$ cat config.mk
export PLATFORM = sky130hd
export DESIGN_NAME = board_move_engine_flat
export DESIGN_NICKNAME = d
export VERILOG_FILES = /design/src/rtl/game2048_pkg.sv /design/src/rtl/board_move_engine_if.sv /design/src/rtl/line_merge.sv /design/src/rtl/board_move_engine.sv /design/src/flat_wrapper.sv
export SDC_FILE = /design/constraint.sdc
export NUM_CORES = 1
export LEC_CHECK = 0
export BUFFER_PORTS_ARGS = -buffer_cell sky130_fd_sc_hd__buf_2
export CAP_MARGIN = 10
export CELL_PAD_IN_SITES_DETAIL_PLACEMENT = 0
export CELL_PAD_IN_SITES_GLOBAL_PLACEMENT = 1
export CORE_ASPECT_RATIO = 1.75
export CORE_MARGIN = 1.5
export CORE_UTILIZATION = 45
export CTS_CLUSTER_SIZE = 10
export DETAILED_ROUTE_END_ITERATION = 12
export PLACE_DENSITY = 0.82
export SYNTH_ARGS = -nofsm -noshare
export SYNTH_HDL_FRONTEND = slang
export SYNTH_SLANG_ARGS = --single-unit
$ cat constraint.sdc
create_clock -name clk -period 36 [get_ports clk]
set_input_delay 1.8 -clock clk [delete_from_list [all_inputs] [get_ports clk]]
set_output_delay 1.8 -clock clk [all_outputs]
set_load 0.01 [all_outputs]
$ cat src/rtl/game2048_pkg.sv
// Shared definitions for the 2048 move engine: move directions, FSM encoding
// and the board tile-offset helper.
package game2048_pkg;

    localparam logic [1:0] DIR_UP    = 2'd0;
    localparam logic [1:0] DIR_DOWN  = 2'd1;
    localparam logic [1:0] DIR_LEFT  = 2'd2;
    localparam logic [1:0] DIR_RIGHT = 2'd3;

    typedef enum logic [1:0] {
        ST_IDLE = 2'd0,
        ST_RUN  = 2'd1,
        ST_DONE = 2'd2
    } state_t;

    // Bit offset of tile (r,c); tile (0,0) occupies the most significant bits.
    function automatic int tile_off(input int r, input int c, input int n, input int tw);
        return (n * n - 1 - (r * n + c)) * tw;
    endfunction

endpackage

$ cat src/rtl/board_move_engine_if.sv
// Start/done handshake and board bus between the game controller (master)
// and the move engine (slave).
interface board_move_engine_if #(
    parameter int N       = 4,
    parameter int TW      = 4,
    parameter int SCORE_W = 20
);
    localparam int MW = $clog2(N * N / 2 + 1);

    logic                  start;
    logic [1:0]            dir;
    logic [N*N*TW-1:0]     board_in;
    logic                  busy;
    logic                  done;
    logic [N*N*TW-1:0]     board_out;
    logic                  moved;
    logic [MW-1:0]         merges;
    logic [SCORE_W-1:0]    score_inc;

    modport master (
        output start, dir, board_in,
        input  busy, done, board_out, moved, merges, score_inc
    );

    modport slave (
        input  start, dir, board_in,
        output busy, done, board_out, moved, merges, score_inc
    );

endinterface

$ cat src/rtl/line_merge.sv
// Combinational 2048 line rule: compact toward index 0, merge equal pairs once
// each (max exponent never merges), zero-fill; also reports merges and score.
module line_merge #(
    parameter int N  = 4,
    parameter int TW = 4,
    localparam int LM_W = $clog2(N / 2 + 1),
    localparam int LS_W = (1 << TW) + $clog2(N)
) (
    input  logic [N-1:0][TW-1:0] line_in,
    output logic [N-1:0][TW-1:0] line_out,
    output logic [LM_W-1:0]      line_merges,
    output logic [LS_W-1:0]      line_score
);
    localparam int CW = $clog2(N + 1);
    localparam logic [TW-1:0] TILE_MAX = {TW{1'b1}};

    // Extra trailing slot lets the pair scan read index i+1 without a range guard.
    logic [TW-1:0] comp_s [0:N];
    logic [TW-1:0] out_s  [0:N];
    logic [CW-1:0] cnt_s;
    logic [CW-1:0] wr_s;
    logic          skip_s;

    // Compact, pair-merge and zero-fill in a single pass.
    always_comb begin
        for (int i = 0; i <= N; i++) begin
            comp_s[i] = {TW{1'b0}};
            out_s[i]  = {TW{1'b0}};
        end
        cnt_s       = {CW{1'b0}};
        wr_s        = {CW{1'b0}};
        skip_s      = 1'b0;
        line_merges = {LM_W{1'b0}};
        line_score  = {LS_W{1'b0}};

        for (int i = 0; i < N; i++) begin
            if (line_in[i] != {TW{1'b0}}) begin
                comp_s[cnt_s] = line_in[i];
                cnt_s         = cnt_s + CW'(1);
            end else begin
                cnt_s = cnt_s;
            end
        end

        for (int i = 0; i < N; i++) begin
            if (skip_s) begin
                skip_s = 1'b0;
            end else if (comp_s[i] != {TW{1'b0}} && comp_s[i] == comp_s[i+1]
                         && comp_s[i] != TILE_MAX) begin
                out_s[wr_s] = comp_s[i] + {{(TW-1){1'b0}}, 1'b1};
                wr_s        = wr_s + CW'(1);
                line_merges = line_merges + LM_W'(1);
                line_score  = line_score
                            + ({{(LS_W-1){1'b0}}, 1'b1} << (comp_s[i] + {{(TW-1){1'b0}}, 1'b1}));
                skip_s      = 1'b1;
            end else if (comp_s[i] != {TW{1'b0}}) begin
                out_s[wr_s] = comp_s[i];
                wr_s        = wr_s + CW'(1);
            end else begin
                skip_s = 1'b0;
            end
        end

        for (int i = 0; i < N; i++) begin
            line_out[i] = out_s[i];
        end
    end

endmodule

$ cat src/rtl/board_move_engine.sv
// Sequential NxN 2048 move engine: one board line per clock through a shared
// line_merge, with merge count and saturating score accumulation.
module board_move_engine
    import game2048_pkg::*;
#(
    parameter int N       = 4,
    parameter int TW      = 4,
    parameter int SCORE_W = 20
) (
    input  logic                clk,
    input  logic                rst,
    board_move_engine_if.slave  bus
);
    localparam int BW    = N * N * TW;
    localparam int OFF_W = $clog2(BW);
    localparam int MW    = $clog2(N * N / 2 + 1);
    localparam int LM_W  = $clog2(N / 2 + 1);
    localparam int LS_W  = (1 << TW) + $clog2(N);
    localparam int LI_W  = $clog2(N);
    localparam int SUM_W = SCORE_W + LS_W;
    localparam logic [SCORE_W-1:0] SCORE_MAX = {SCORE_W{1'b1}};
    localparam logic [LI_W-1:0]    LAST_LINE = LI_W'(N - 1);

    state_t              state_r;
    logic [1:0]          dir_r;
    logic [LI_W-1:0]     line_idx_r;
    logic [BW-1:0]       work_r;
    logic [BW-1:0]       orig_r;
    logic                busy_r;
    logic                done_r;
    logic                moved_r;
    logic [MW-1:0]       merges_r;
    logic [SCORE_W-1:0]  score_r;

    logic [N-1:0][TW-1:0] line_s;
    logic [N-1:0][TW-1:0] merged_s;
    logic [LM_W-1:0]      line_merges_s;
    logic [LS_W-1:0]      line_score_s;
    logic [BW-1:0]        next_board_s;
    logic [SUM_W-1:0]     score_sum_s;
    logic [SCORE_W-1:0]   score_sat_s;

    // Element k of line l sits k tiles away from the destination wall.
    function automatic int lane_off(input logic [1:0] d, input int l, input int k);
        int off;
        case (d)
            DIR_UP:    off = tile_off(k, l, N, TW);
            DIR_DOWN:  off = tile_off(N - 1 - k, l, N, TW);
            DIR_LEFT:  off = tile_off(l, k, N, TW);
            DIR_RIGHT: off = tile_off(l, N - 1 - k, N, TW);
            default:   off = tile_off(l, k, N, TW);
        endcase
        return off;
    endfunction

    // Gather the current line from the working board in wall-first order.
    always_comb begin
        line_s = '0;
        for (int k = 0; k < N; k++) begin
            line_s[k] = work_r[OFF_W'(lane_off(dir_r, int'(line_idx_r), k)) +: TW];
        end
    end

    line_merge #(.N(N), .TW(TW)) u_line_merge (
        .line_in     (line_s),
        .line_out    (merged_s),
        .line_merges (line_merges_s),
        .line_score  (line_score_s)
    );

    // Scatter the merged line back into a copy of the working board.
    always_comb begin
        next_board_s = work_r;
        for (int k = 0; k < N; k++) begin
            next_board_s[OFF_W'(lane_off(dir_r, int'(line_idx_r), k)) +: TW] = merged_s[k];
        end
    end

    // Saturating score accumulation on a widened sum.
    always_comb begin
        score_sum_s = SUM_W'(score_r) + SUM_W'(line_score_s);
        if (score_sum_s > SUM_W'(SCORE_MAX)) begin
            score_sat_s = SCORE_MAX;
        end else begin
            score_sat_s = score_sum_s[SCORE_W-1:0];
        end
    end

    // Move FSM with line counter, working board and registered outputs.
    always_ff @(posedge clk) begin
        if (rst) begin
            state_r    <= ST_IDLE;
            dir_r      <= DIR_UP;
            line_idx_r <= {LI_W{1'b0}};
            work_r     <= {BW{1'b0}};
            orig_r     <= {BW{1'b0}};
            busy_r     <= 1'b0;
            done_r     <= 1'b0;
            moved_r    <= 1'b0;
            merges_r   <= {MW{1'b0}};
            score_r    <= {SCORE_W{1'b0}};
        end else begin
            case (state_r)
                ST_IDLE: begin
                    if (bus.start) begin
                        state_r    <= ST_RUN;
                        busy_r     <= 1'b1;
                        dir_r      <= bus.dir;
                        work_r     <= bus.board_in;
                        orig_r     <= bus.board_in;
                        line_idx_r <= {LI_W{1'b0}};
                        moved_r    <= 1'b0;
                        merges_r   <= {MW{1'b0}};
                        score_r    <= {SCORE_W{1'b0}};
                    end else begin
                        busy_r <= 1'b0;
                    end
                end
                ST_RUN: begin
                    work_r     <= next_board_s;
                    merges_r   <= merges_r + MW'(line_merges_s);
                    score_r    <= score_sat_s;
                    line_idx_r <= line_idx_r + LI_W'(1);
                    if (line_idx_r == LAST_LINE) begin
                        state_r <= ST_DONE;
                        done_r  <= 1'b1;
                        moved_r <= (next_board_s != orig_r);
                    end else begin
                        state_r <= ST_RUN;
                    end
                end
                ST_DONE: begin
                    state_r <= ST_IDLE;
                    done_r  <= 1'b0;
                    busy_r  <= 1'b0;
                end
                default: begin
                    state_r <= ST_IDLE;
                    done_r  <= 1'b0;
                    busy_r  <= 1'b0;
                end
            endcase
        end
    end

    assign bus.busy      = busy_r;
    assign bus.done      = done_r;
    assign bus.board_out = work_r;
    assign bus.moved     = moved_r;
    assign bus.merges    = merges_r;
    assign bus.score_inc = score_r;

endmodule

$ cat src/flat_wrapper.sv
// flat-port wrapper written by rule: the top's interface ports become plain ports
module board_move_engine_flat import game2048_pkg::*;
#(
    parameter int N       = 4,
    parameter int TW      = 4,
    parameter int SCORE_W = 20
)
  (clk, rst, bus_start, bus_dir, bus_board_in, bus_busy, bus_done, bus_board_out, bus_moved, bus_merges, bus_score_inc);
  board_move_engine_if #(.N(N), .TW(TW), .SCORE_W(SCORE_W)) bus_i ();
  input  logic clk;
  input  logic rst;
  input wire logic [$bits(bus_i.start)-1:0] bus_start;
  input wire logic [$bits(bus_i.dir)-1:0] bus_dir;
  input wire logic [$bits(bus_i.board_in)-1:0] bus_board_in;
  output wire logic [$bits(bus_i.busy)-1:0] bus_busy;
  output wire logic [$bits(bus_i.done)-1:0] bus_done;
  output wire logic [$bits(bus_i.board_out)-1:0] bus_board_out;
  output wire logic [$bits(bus_i.moved)-1:0] bus_moved;
  output wire logic [$bits(bus_i.merges)-1:0] bus_merges;
  output wire logic [$bits(bus_i.score_inc)-1:0] bus_score_inc;
  assign bus_i.start = bus_start;
  assign bus_i.dir = bus_dir;
  assign bus_i.board_in = bus_board_in;
  assign bus_busy = bus_i.busy;
  assign bus_done = bus_i.done;
  assign bus_board_out = bus_i.board_out;
  assign bus_moved = bus_i.moved;
  assign bus_merges = bus_i.merges;
  assign bus_score_inc = bus_i.score_inc;
  board_move_engine #(.N(N), .TW(TW), .SCORE_W(SCORE_W)) u_core (.clk(clk), .rst(rst), .bus(bus_i));
endmodule
# [Yosys cells after proc, flatten, opt, wreduce, memory -nomap -nowiden]
# Index checks and enable logic that the tools add are counted.
[totals] output_inout_bits=91 register_bits=161 input_bits=69 word_cells=219
[op_classes] magnitude_cmp=13 n_mux=93 n_shift=16 n_eq_ne=16 n_addsub=35 n_reduce_logical=29 n_bitwise=7
[ops] operator="$mux 20" count=14
[ops] operator="$bwmux 64" count=4
[ops] operator="$shift 4x7->64 const A" count=4
[ops] operator="$shiftx 4x7->64" count=4
[ops] operator="$shiftx 64x6->4" count=4
[ops] operator="$bwmux 20" count=9
[ops] operator="$pmux 64 s2" count=1
[ops] operator="$mux 18" count=7
[ops] operator="$pmux 6 s4" count=4
[ops] operator="$demux 4 s3" count=6
[ops] operator="$shl 1x4->18 const A" count=4
[ops] operator="$mux 64" count=1
[ops] operator="$ne 64x64->1" count=1
[ops] operator="$add 18x18->18" count=3
[ops] operator="$mux 4" count=10
[ops] operator="$pmux 20 s2" count=1
[ops] operator="$gt 38x20->1 const B" count=1
[ops] operator="$reduce_bool 4->1" count=8
[ops] operator="$neg 6->7" count=4
[ops] operator="$ge 4x4->1 const B" count=6
[ops] operator="$lt 4x1->1 const B" count=6
[ops] operator="$mux 3" count=8
[ops] operator="$not 3->4" count=6
[ops] operator="$sub 1x4->4 const A" count=6
[ops] operator="27 further kinds" count=87

# [Logic depth before layout (Yosys ltp)]
# Gate-level depths: netlist (run 1).
[depth] ltp_word=46 depth_mapped=68 mapped_depth_nobuf=59

# [Cells and area by module]
# Synthesis (run 1) repeated with hierarchy kept, for this count alone.
[hier_totals] cells_unflattened=2338 hier_area_um2=17008.8
[modules_own_cells] module="board_move_engine" area_per_inst_um2=11334.6 seq_area_each_um2=3223.1 cells_per_inst=1530 n_inst=1
[modules_own_cells] module="line_merge" area_per_inst_um2=5674.2 seq_area_each_um2=0.0 cells_per_inst=808 n_inst=1

# [Worst setup path after synthesis (run 1)]
# Ideal clock, no wire load.
[synth_path] kind="register -> register" start="register u_core.line_idx_r[1]" end="register u_core.score_r[10], in the netlist u_core.bus.score_inc[10]" t_arrival_ns=11.293 setup_slack_ns=24.575 stages_incl_launch_ff=61 path_buffers=7 setup_time_ns=0.132 required_time_ns=35.868 synth_period_minus_slack_ns=11.425 path_cell_list="dfxtp_1 -> buf_4 -> buf_6 -> or3b_1 -> o21a_1 -> a31oi_1 -> and4bb_2 -> nand3_2 -> inv_1 -> fa_1 -> clkbuf_1 -> nand2_1 -> o32ai_2 -> inv_1 -> ha_1 -> a211oi_1 -> o211a_1 -> o211ai_2 -> [... 25 more ...] -> a21oi_1 -> nand2_1 -> a21o_1 -> a21oi_1 -> o21ai_0 -> xnor2_1 -> a21oi_1 -> ha_1 -> a21o_1 -> a31oi_1 -> nor2b_1 -> o21ai_0 -> nand2b_1 -> nor2b_1 -> clkbuf_1 -> clkbuf_1 -> o21ai_0 -> a21oi_1"
[synth_via] elab_chain_cells=34 elab_cells_between_ends=103 cone_classes="24 x add/sub; 7 x order compare; 8 x eq/ne; 8 x shift; 34 x mux; 3 x bitwise; 19 x reduce/logical"
[synth_rtl] element="start, declared" line="board_move_engine.sv:26" rtl="logic [LI_W-1:0] line_idx_r;"
[synth_rtl] element="start signal, assigned" line="board_move_engine.sv:94" rtl="line_idx_r <= {LI_W{1'b0}};"
[synth_rtl] element="start signal, assigned" line="board_move_engine.sv:111" rtl="line_idx_r <= {LI_W{1'b0}};"
[synth_rtl] element="start signal, assigned" line="board_move_engine.sv:123" rtl="line_idx_r <= line_idx_r + LI_W'(1);"
[synth_rtl] element="$add 4x2->4" line="game2048_pkg.sv:18" rtl="return (n * n - 1 - (r * n + c)) * tw;"
[synth_rtl] element="$sub 1x4->4 (on tied branches)"
[synth_rtl] element="$pmux 6 s4" line="board_move_engine.sv:46" rtl="case (d)"
[synth_rtl] element="$shiftx 64x6->4" line="board_move_engine.sv:60" rtl="line_s[k] = work_r[OFF_W'(lane_off(dir_r, int'(line_idx_r), k)) +: TW];"
[synth_rtl] element="$reduce_bool 4->1" line="line_merge.sv:37" rtl="if (line_in[i] != {TW{1'b0}}) begin"
[synth_rtl] element="$mux 1" line="line_merge.sv:37"
[synth_rtl] element="$add 3x1->3 or $not 3->4 (tied branches)" line="line_merge.sv:39, line_merge.sv:38"
[synth_rtl] element="$mux 3, or another cell as far along" line="line_merge.sv:37"
[synth_rtl] element="[... 7 more ...]"
[synth_rtl] element="$bwmux 20" line="line_merge.sv:38" rtl="comp_s[cnt_s] = line_in[i];"
[synth_rtl] element="$mux 20 *" line="line_merge.sv:37"
[synth_rtl] element="parallel branches: the longest is 12 deep, another holds $add 18x18->18"
[synth_rtl] element="$mux 18 *" line="line_merge.sv:46" rtl="if (skip_s) begin"
[synth_rtl] element="$add 20x18->21 *" line="board_move_engine.sv:81" rtl="score_sum_s = SUM_W'(score_r) + SUM_W'(line_score_s);"
[synth_rtl] element="$gt 38x20->1" line="board_move_engine.sv:82" rtl="if (score_sum_s > SUM_W'(SCORE_MAX)) begin"
[synth_rtl] element="$mux 20 *" line="board_move_engine.sv:82"
[synth_rtl] element="$pmux 20 s2 *" line="board_move_engine.sv:103" rtl="case (state_r)"
[synth_rtl] element="end signal, assigned" line="board_move_engine.sv:101" rtl="score_r <= {SCORE_W{1'b0}};"
[synth_rtl] element="end signal, assigned" line="board_move_engine.sv:114" rtl="score_r <= {SCORE_W{1'b0}};"
[synth_rtl] element="end signal, assigned" line="board_move_engine.sv:122" rtl="score_r <= score_sat_s;"
[synth_rtl] element="end, declared" line="board_move_engine.sv:33" rtl="logic [SCORE_W-1:0] score_r;"
# Mark *: on every way between the ends. The select of a mux whose other input is x is not followed.
# A chain may end at the register's enable or synchronous reset.

# [Final worst setup path (run 1)]
[layout_path] start="register u_core.dir_r[1]" end="register u_core.score_r[16], in the netlist u_core.bus.score_inc[16]"
[layout_via] elab_chain_cells=33 elab_cells_between_ends=93 cone_classes="10 x add/sub; 7 x order compare; 11 x eq/ne; 8 x shift; 34 x mux; 3 x bitwise; 20 x reduce/logical"
[layout_rtl] element="start, declared" line="board_move_engine.sv:25" rtl="logic [1:0] dir_r;"
[layout_rtl] element="start signal, assigned" line="board_move_engine.sv:108" rtl="dir_r <= bus.dir;"
[layout_rtl] element="$eq 2x2->1, or another cell as far along" line="board_move_engine.sv:46"
[layout_rtl] element="$pmux 6 s4" line="board_move_engine.sv:46"
[layout_rtl] element="$shiftx 64x6->4" line="board_move_engine.sv:60"
[layout_rtl] element="$reduce_bool 4->1" line="line_merge.sv:37"
[layout_rtl] element="$mux 1" line="line_merge.sv:37"
[layout_rtl] element="$add 3x1->3 or $not 3->4 (tied branches)" line="line_merge.sv:39, line_merge.sv:38"
[layout_rtl] element="$mux 3, or another cell as far along" line="line_merge.sv:37"
[layout_rtl] element="$add 3x1->3, or another cell as far along" line="line_merge.sv:39" rtl="cnt_s = cnt_s + CW'(1);"
[layout_rtl] element="[... 6 more ...]"
[layout_rtl] element="$bwmux 20" line="line_merge.sv:38"
[layout_rtl] element="$mux 20 *" line="line_merge.sv:37"
[layout_rtl] element="parallel branches: the longest is 12 deep, another holds $add 18x18->18"
[layout_rtl] element="$mux 18 *" line="line_merge.sv:46"
[layout_rtl] element="$add 20x18->21 *" line="board_move_engine.sv:81"
[layout_rtl] element="$gt 38x20->1" line="board_move_engine.sv:82"
[layout_rtl] element="$mux 20 *" line="board_move_engine.sv:82"
[layout_rtl] element="$pmux 20 s2 *" line="board_move_engine.sv:103"
# Marks and branches as above.

==> impl_metrics.sql, run 1 <==
INSERT INTO impl_metrics (metric_group, metric, value, unit) VALUES
('run_status', 'status', 'finished clean', ''),
('yosys', 'post_synth_inst_count', '2754', ''),
('floorplanning', 'core.rowCount', '98', ''),
('timing', 'fin_skew', '17.0', 'ps'),
('drt', 'routed_via_density', '6.59', ''),
('yosys', 'ys_async_rst_share', '0', '%'),
('yosys', 'yosys.area.top_type', 'dfxtp_1', ''),
('cts', 'cts-buffers-inserted', '17', ''),
('cts', 'holdBufCountCts', '0', ''),
('floorplanning', 'floorplan.die.height', '273', 'um'),
('yosys', 'synth.distinct_cells', '111', ''),
('yosys', 'synthesis.area_per_instance', '6.82', 'um^2'),
('placed_design', 'port_buffers', '159', ''),
('timing', 'max-slew-margin-rel', '14.6', '%'),
('cts', 'cts_num_sinks', '161', ''),
('power_and_ir_drop', 'net-switching-power', '0.788', 'mW'),
('power_and_ir_drop', 'share_seq_of_total_power', '16.2', '%'),
('timing', 'timing.final.hold_violations', '0', ''),
('floorplanning', 'core_area', '41000', 'um^2'),
('critical_path', 'start_kind', 'flop', ''),
('hold_path', 'hold_path_class', 'flop to flop', ''),
('yosys', 'syn_nets', '2936', ''),
('power_and_ir_drop', 'share_clk_of_total_power', '13.9', '%'),
('placed_design', 'place_hpwl', '69100', 'um'),
('power_and_ir_drop', 'leakage', '8.51', 'nW'),
('timing', 'finalSetupViolCount', '0', ''),
('yosys', 'synth-seq-cells', '161', ''),
('global_route', 'grt_max_degree', '91', ''),
('critical_path', 'arrival', '15160', 'ps'),
('layout', 'post_synthesis_to_final_layout_area_growth', '8.87', '%'),
('cts', 'buffer_cell_driving_the_clock_tree_root', 'clkbuf_16', ''),
('global_route', 'grt_antenna_before_repair', '4', ''),
('timing', 'fin_hold_ws', '469', 'ps'),
('drt', 'drt-pass1-iter-count', '6', ''),
('cts', 'ctsResizeCount', '0', ''),
('cts', 'cts_setup_buffers', '0', ''),
('cts', 'cts-htree-levels', '4', ''),
('critical_path', 'path_class', 'flop to flop', ''),
('yosys', 'synth_enable_flop_cells', '0', ''),
('critical_path', 'cp_data_required_time', '36390', 'ps'),
('critical_path', 'end_kind', 'flop', ''),
('cts', 'clk-insertion-delay-late', '470', 'ps'),
('global_route', 'global_route_wire_length_before_repair', '134000', 'um'),
('drt', 'drc_viols', '0', ''),
('critical_path', 'slowest_stage', 'o32ai_2', ''),
('yosys', 'synth_common_cells', 'nand2_1 (446), a21oi_1 (275), nor2_1 (226)', ''),
('yosys', 'netlist_top_cells_area', 'dfxtp_1 (17%), nand2_1 (8.9%), a21oi_1 (7.3%)', ''),
('floorplanning', 'floorplan.initialDensity', '45.8', '%'),
('critical_path', 'cpPeakStageDelay', '990', 'ps'),
('timing', 'layout_min_cycle_time', '14770', 'ps'),
('global_route', 'gr-total-overflow', '0', ''),
('cts', 'clkTransAtPathRegs', '70', 'ps'),
('global_route', 'track_usage', '42.0', '%'),
('critical_path', 'worst-r2r-setup-slack', '21230', 'ps'),
('power_and_ir_drop', 'max-vdd-ir-drop', '0.0517', 'mV'),
('power_and_ir_drop', 'cell_internal_pwr', '0.586', 'mW'),
('yosys', 'share_of_the_synthesized_area_in_the_top_cell_type', '17.2', '%'),
('drt', 'routed_wire_length', '90800', 'um'),
('yosys', 'synth-seq-area-share', '17.2', '%'),
('yosys', 'syn-cell-area', '18800', 'um^2'),
('drt', 'ant_nets', '0', ''),
('timing', 'fin_crit_sh', '41.0', '%'),
('run', 'drv.max_cap_violation_count', '0', ''),
('critical_path', 'path_buf_inv', '6', ''),
('timing', 'fmaxAchievable', '67.7', 'MHz'),
('critical_path', 'cp_max_fo', '22', ''),
('timing', 'rsz0062_at_grt', 'no', ''),
('power_and_ir_drop', 'sw_frac_of_total', '57.3', '%'),
('layout', 'drive_above_1_share', '12.0', '%'),
('cts', 'tritoncts', 'done', ''),
('yosys', 'synth_ff_type', 'dfxtp_1', '');
==> tightest hold or removal path: stages, from the launching register on <==
cell and delay, ps:
dfxtp_1 320, nand2_1 50, a21oi_1 50
==> layer usage <==
metal	track usage, %	vias up	wire length [um]
met1	41.6	10317	30200
li1	-	10099	-
met3	9.48	494	6910
met2	70.4	1242	43100
met4	42.3	2	10600
met5	0	-	16
==> path summary, 6_finish.rpt <==
kind	from	cells after the start	end
max	u_core.dir_r[1]	55	u_core.bus.score_inc[16]
min	u_core.orig_r[37]	2	u_core.orig_r[37]
max reg2reg	u_core.dir_r[1]	55	u_core.bus.score_inc[16]
min reg2reg	u_core.orig_r[37]	2	u_core.orig_r[37]
==> flip-flops by register name, summed over array words and instances, names as in the netlist <==
signal                cells
u_core.line_idx_r         2
u_core.orig_r            64
u_core.bus.moved          1
u_core.bus.busy           1
u_core.bus.board_out     64
u_core.bus.done           1
u_core.dir_r              2
u_core.bus.merges         4
u_core.state_r            2
u_core.bus.score_inc     20
==> power by group through the flow <==
stage          sequential (mW)  combinational, mW  clock (mW)
2_1_floorplan            0.213              0.606           0
3_3_place_gp             0.225              0.910           0
3_5_place_dp             0.225              0.915           0
4_1_cts                  0.221              0.919       0.193
5_1_grt                  0.223               1.01       0.200
6_report                 0.223              0.961       0.190
==> cell families (layout without fill, tap and decap cells) <==
family,Yosys count,in the layout,share of synthesized area (%)
AOI/OAI and AO/OA,932,932,32.9
xor gates and xnor gates,121,121,5.69
muxes,44,44,2.45
DFF,161,161,17.2
buffers and inverters,284,341,6.48
and+or+nand+nor,1099,1099,27.5
adders and majority gates,113,113,7.77
other,0,2,0
==> stage by stage <==
step           util [%]  cell area, um^2  std cells  power, mW  worst slack, ps
3_3_place_gp       48.5            19900       3329       1.13            22010
5_1_grt            49.9            20400       3361       1.43            19990
6_report           49.9            20400       3363       1.37            21230
4_1_cts            49.9            20400       3361       1.33            21710
2_1_floorplan         -            18800       2754      0.820            24580
3_5_place_dp       48.5            19900       3329       1.14            21740
==> cell type report <==
cell class,instances,area [um^2]
antenna,2,5.00
clock buffer,19,433
clock inverter,13,143
fill,4293,20500
inverter,95,357
multi-input combinational,2309,14400
sequential,161,3230
tap,550,688
timing repair buffer,214,1210
==> cells in the final DEF (no fill, tap or decap), drive strengths merged, types with 11 or more instances in the layout <==
cell type / count
nand2: 449
a21oi: 276
nor2: 227
buf: 214
o21ai: 180
dfxtp: 161
ha: 107
inv: 102
xnor2: 86
nand3: 76
and2: 62
a31oi: 59
nor3: 58
o211ai: 56
and3: 42
nand2b: 39
xor2: 35
nor2b: 35
a21o: 34
o22ai: 33
mux2i: 32
a221oi: 25
a211oi: 25
a22oi: 24
o21a: 23
nand4: 23
or3: 20
o31ai: 20
clkbuf: 19
or2: 19
a21boi: 18
nor4: 18
a311oi: 14
mux2: 12
o311ai: 12
o32ai: 11
(Power assumes the default switching activity.)
==> inputs of run 2 (changes only) <==
Clock period 36 ns to 15.11 ns, I/O delays scaled along.
==> impl_metrics.sql, run 2 (synthesis gave the netlist of run 1 again) <==
INSERT INTO impl_metrics (metric_group, metric, value, unit) VALUES
('placed_design', 'place_hpwl', '71300', 'um'),
('drt', 'vias', '22285', ''),
('cts', 'clk-insertion-delay-late', '460', 'ps'),
('drt', 'routed_wire_length', '93500', 'um'),
('run_status', 'status', 'finished clean', ''),
('drt', 'drt_iter0_drc', '2306', ''),
('timing', 'fmaxAchievable', '73.4', 'MHz'),
('global_route', 'gr-total-overflow', '0', ''),
('critical_path', 'worstReg2RegEnd', 'u_core.bus.score_inc[7]', ''),
('floorplanning', 'floorplan.die.height', '273', 'um'),
('placed_design', 'port_buffers', '159', ''),
('cts', 'cts_num_sinks', '161', ''),
('floorplanning', 'core.rowCount', '98', ''),
('timing', 'timing.setup.tns', '0', 'ps'),
('drt', 'routedWlPerCell', '27.8', 'um'),
('layout', 'most_common_cell_after_layout_fill_and_taps_aside', 'nand2_1', ''),
('layout', 'post_synthesis_to_final_layout_area_growth', '9.04', '%'),
('critical_path', 'r2r_cells', '57', ''),
('layout', 'filler_cell_count', '4289', ''),
('global_route', 'grt_max_degree', '99', ''),
('critical_path', 'cp_max_fo', '37', ''),
('floorplanning', 'floorplan.initialDensity', '45.8', '%'),
('layout', 'area_of_the_multi_input_gates', '14400', 'um^2'),
('power_and_ir_drop', 'leakage', '8.51', 'nW'),
('power_and_ir_drop', 'finalPower', '3.30', 'mW'),
('power_and_ir_drop', 'total_power_density_per_cell_area', '161', 'nW/um^2'),
('layout', 'layout_common_cells', 'nand2_1 (445), a21oi_1 (274), nor2_1 (225)', ''),
('critical_path', 'critical-path-top-delay-family', 'compound AO/OA/AOI/OAI gates', ''),
('timing', 'rsz0062_at_grt', 'no', ''),
('power_and_ir_drop', 'max-vdd-ir-drop', '0.135', 'mV'),
('floorplanning', 'core_area', '41000', 'um^2'),
('global_route', 'vias_in_the_first_global_route', '21563', ''),
('critical_path', 'regToRegStartpoint', 'u_core.line_idx_r[0]', ''),
('critical_path', 'start_kind', 'flop', ''),
('global_route', 'track_usage', '43.2', '%'),
('cts', 'cts-htree-levels', '4', ''),
('cts', 'tritoncts', 'done', ''),
('floorplanning', 'floorplan.die_area', '43000', 'um^2'),
('cts', 'clkTransAtPathRegs', '80', 'ps'),
('critical_path', 'slowest_stage', 'dfxtp_2', ''),
('critical_path', 'arrival', '14010', 'ps'),
('cts', 'cts-root-to-sink-buffers', '2', ''),
('hold_path', 'hold_path_class', 'flop to flop', ''),
('cts', 'cts-buffers-inserted', '17', ''),
('timing', 'finalSetupViolCount', '0', ''),
('global_route', 'grt_antenna_before_repair', '3', ''),
('critical_path', 'cp_data_required_time', '15500', 'ps'),
('timing', 'layout_min_cycle_time', '13630', 'ps'),
('drt', 'drt-pass1-iter-count', '6', ''),
('drt', 'ant_nets', '0', ''),
('timing', 'timing.final.hold_violations', '0', ''),
('floorplanning', 'io-pin-count', '160', ''),
('critical_path', 'end_kind', 'flop', ''),
('critical_path', 'path_class', 'flop to flop', ''),
('run', 'drv.max_cap_violation_count', '0', ''),
('critical_path', 'worst-r2r-setup-slack', '1480', 'ps'),
('cts', 'cts_setup_buffers', '0', ''),
('cts', 'buffer_cell_driving_the_clock_tree_root', 'clkbuf_16', ''),
('placed_design', 'gp_congestion', '1.04', ''),
('drt', 'routed_via_density', '6.62', ''),
('floorplanning', 'die_x', '157', 'um'),
('critical_path', 'cp.depth', '57', ''),
('layout', 'ff_latch_area', '3230', 'um^2'),
('critical_path', 'path_buf_inv', '6', ''),
('critical_path', 'critical_path.endpoint', 'u_core.bus.score_inc[7]', ''),
('critical_path', 'crit_top_cell', 'o21ai_0', ''),
('timing', 'fin_crit_sh', '90.2', '%'),
('global_route', 'global_route_wire_length_before_repair', '137000', 'um'),
('timing', 'max-slew-margin-rel', '14.7', '%'),
('drt', 'drc_viols', '0', ''),
('layout', 'nets_finish', '2983', ''),
('critical_path', 'startpoint', 'u_core.line_idx_r[0]', ''),
('timing', 'fin_skew', '14.1', 'ps'),
('timing', 'tightest_slew', '1270', 'ps'),
('layout', 'drive_above_1_share', '12.1', '%'),
('timing', 'max_slew_violation_total_from_the_final_report', '0', ''),
('critical_path', 'cpPeakStageDelay', '820', 'ps');
run 2: timing repair:
item | in CTS | in global routing
endpoints found under the setup margin | 0 | 18
endpoints found under the hold margin | 0 | 0
hold buffers | 0 | 0
resized for setup | 0 | 2
run 2: cell type report:
type | count | area share [%]
well taps | 550 | 3.36
multi-input cells | 2309 | 70.3
clock inverters | 14 | 0.703
clock buffers | 18 | 2.10
repair buffers | 217 | 6.03
diodes | 1 | 0.0122
flip-flops and latches | 161 | 15.8
inverters | 95 | 1.74
run 2: how the worst min path moves through the flow:
stage	to	slack [ps]	depth (start not counted)	startpoint
final	u_core.orig_r[53]	470	2	u_core.orig_r[53]
after floorplan	u_core.orig_r[38]	450	2	u_core.orig_r[38]
after CTS	u_core.orig_r[53]	470	2	u_core.orig_r[53]
after detailed placement	u_core.orig_r[53]	460	2	u_core.orig_r[53]
after global routing	u_core.orig_r[57]	490	2	u_core.orig_r[57]
after global placement	u_core.orig_r[63]	450	2	u_core.orig_r[63]
run 2: report_power, final:
group	switching, mW	leakage (nW)	internal [mW]	total (mW)
registers	0.0725	1.32	0.459	0.531
clock network	0.218	0.271	0.220	0.437
logic	1.62	6.92	0.710	2.33
total	1.91	8.51	1.39	3.30
run 2: metrics by stage:
step	std cells	utilization [%]	hold WS (ps)	instance area [um^2]	setup slack [ps]
2_1_floorplan	2754	-	448	18800	3680
3_3_place_gp	3331	48.5	453	19900	1710
3_5_place_dp	3331	48.5	458	19900	1290
4_1_cts	3363	49.9	468	20400	1260
5_1_grt	3364	50.0	492	20500	247
6_report	3365	50.0	467	20500	1480
run 2: worst reg2reg max path: cells and delay by family, from the launching register on:
family,cells,cell delay [ps]
AOI/OAI and AO/OA,27,5700
and+or+nand+nor,15,2960
muxes,1,220
buffers and inverters,6,1140
xor gates and xnor gates,1,170
DFF,1,820
adders and majority gates,7,2580
run 2: per-layer routing:
metal	share of wire, %	GRT usage [%]
met1	34	43.8
met2	48	72.2
met3	6.9	8.45
met4	12	43.3
met5	0	0
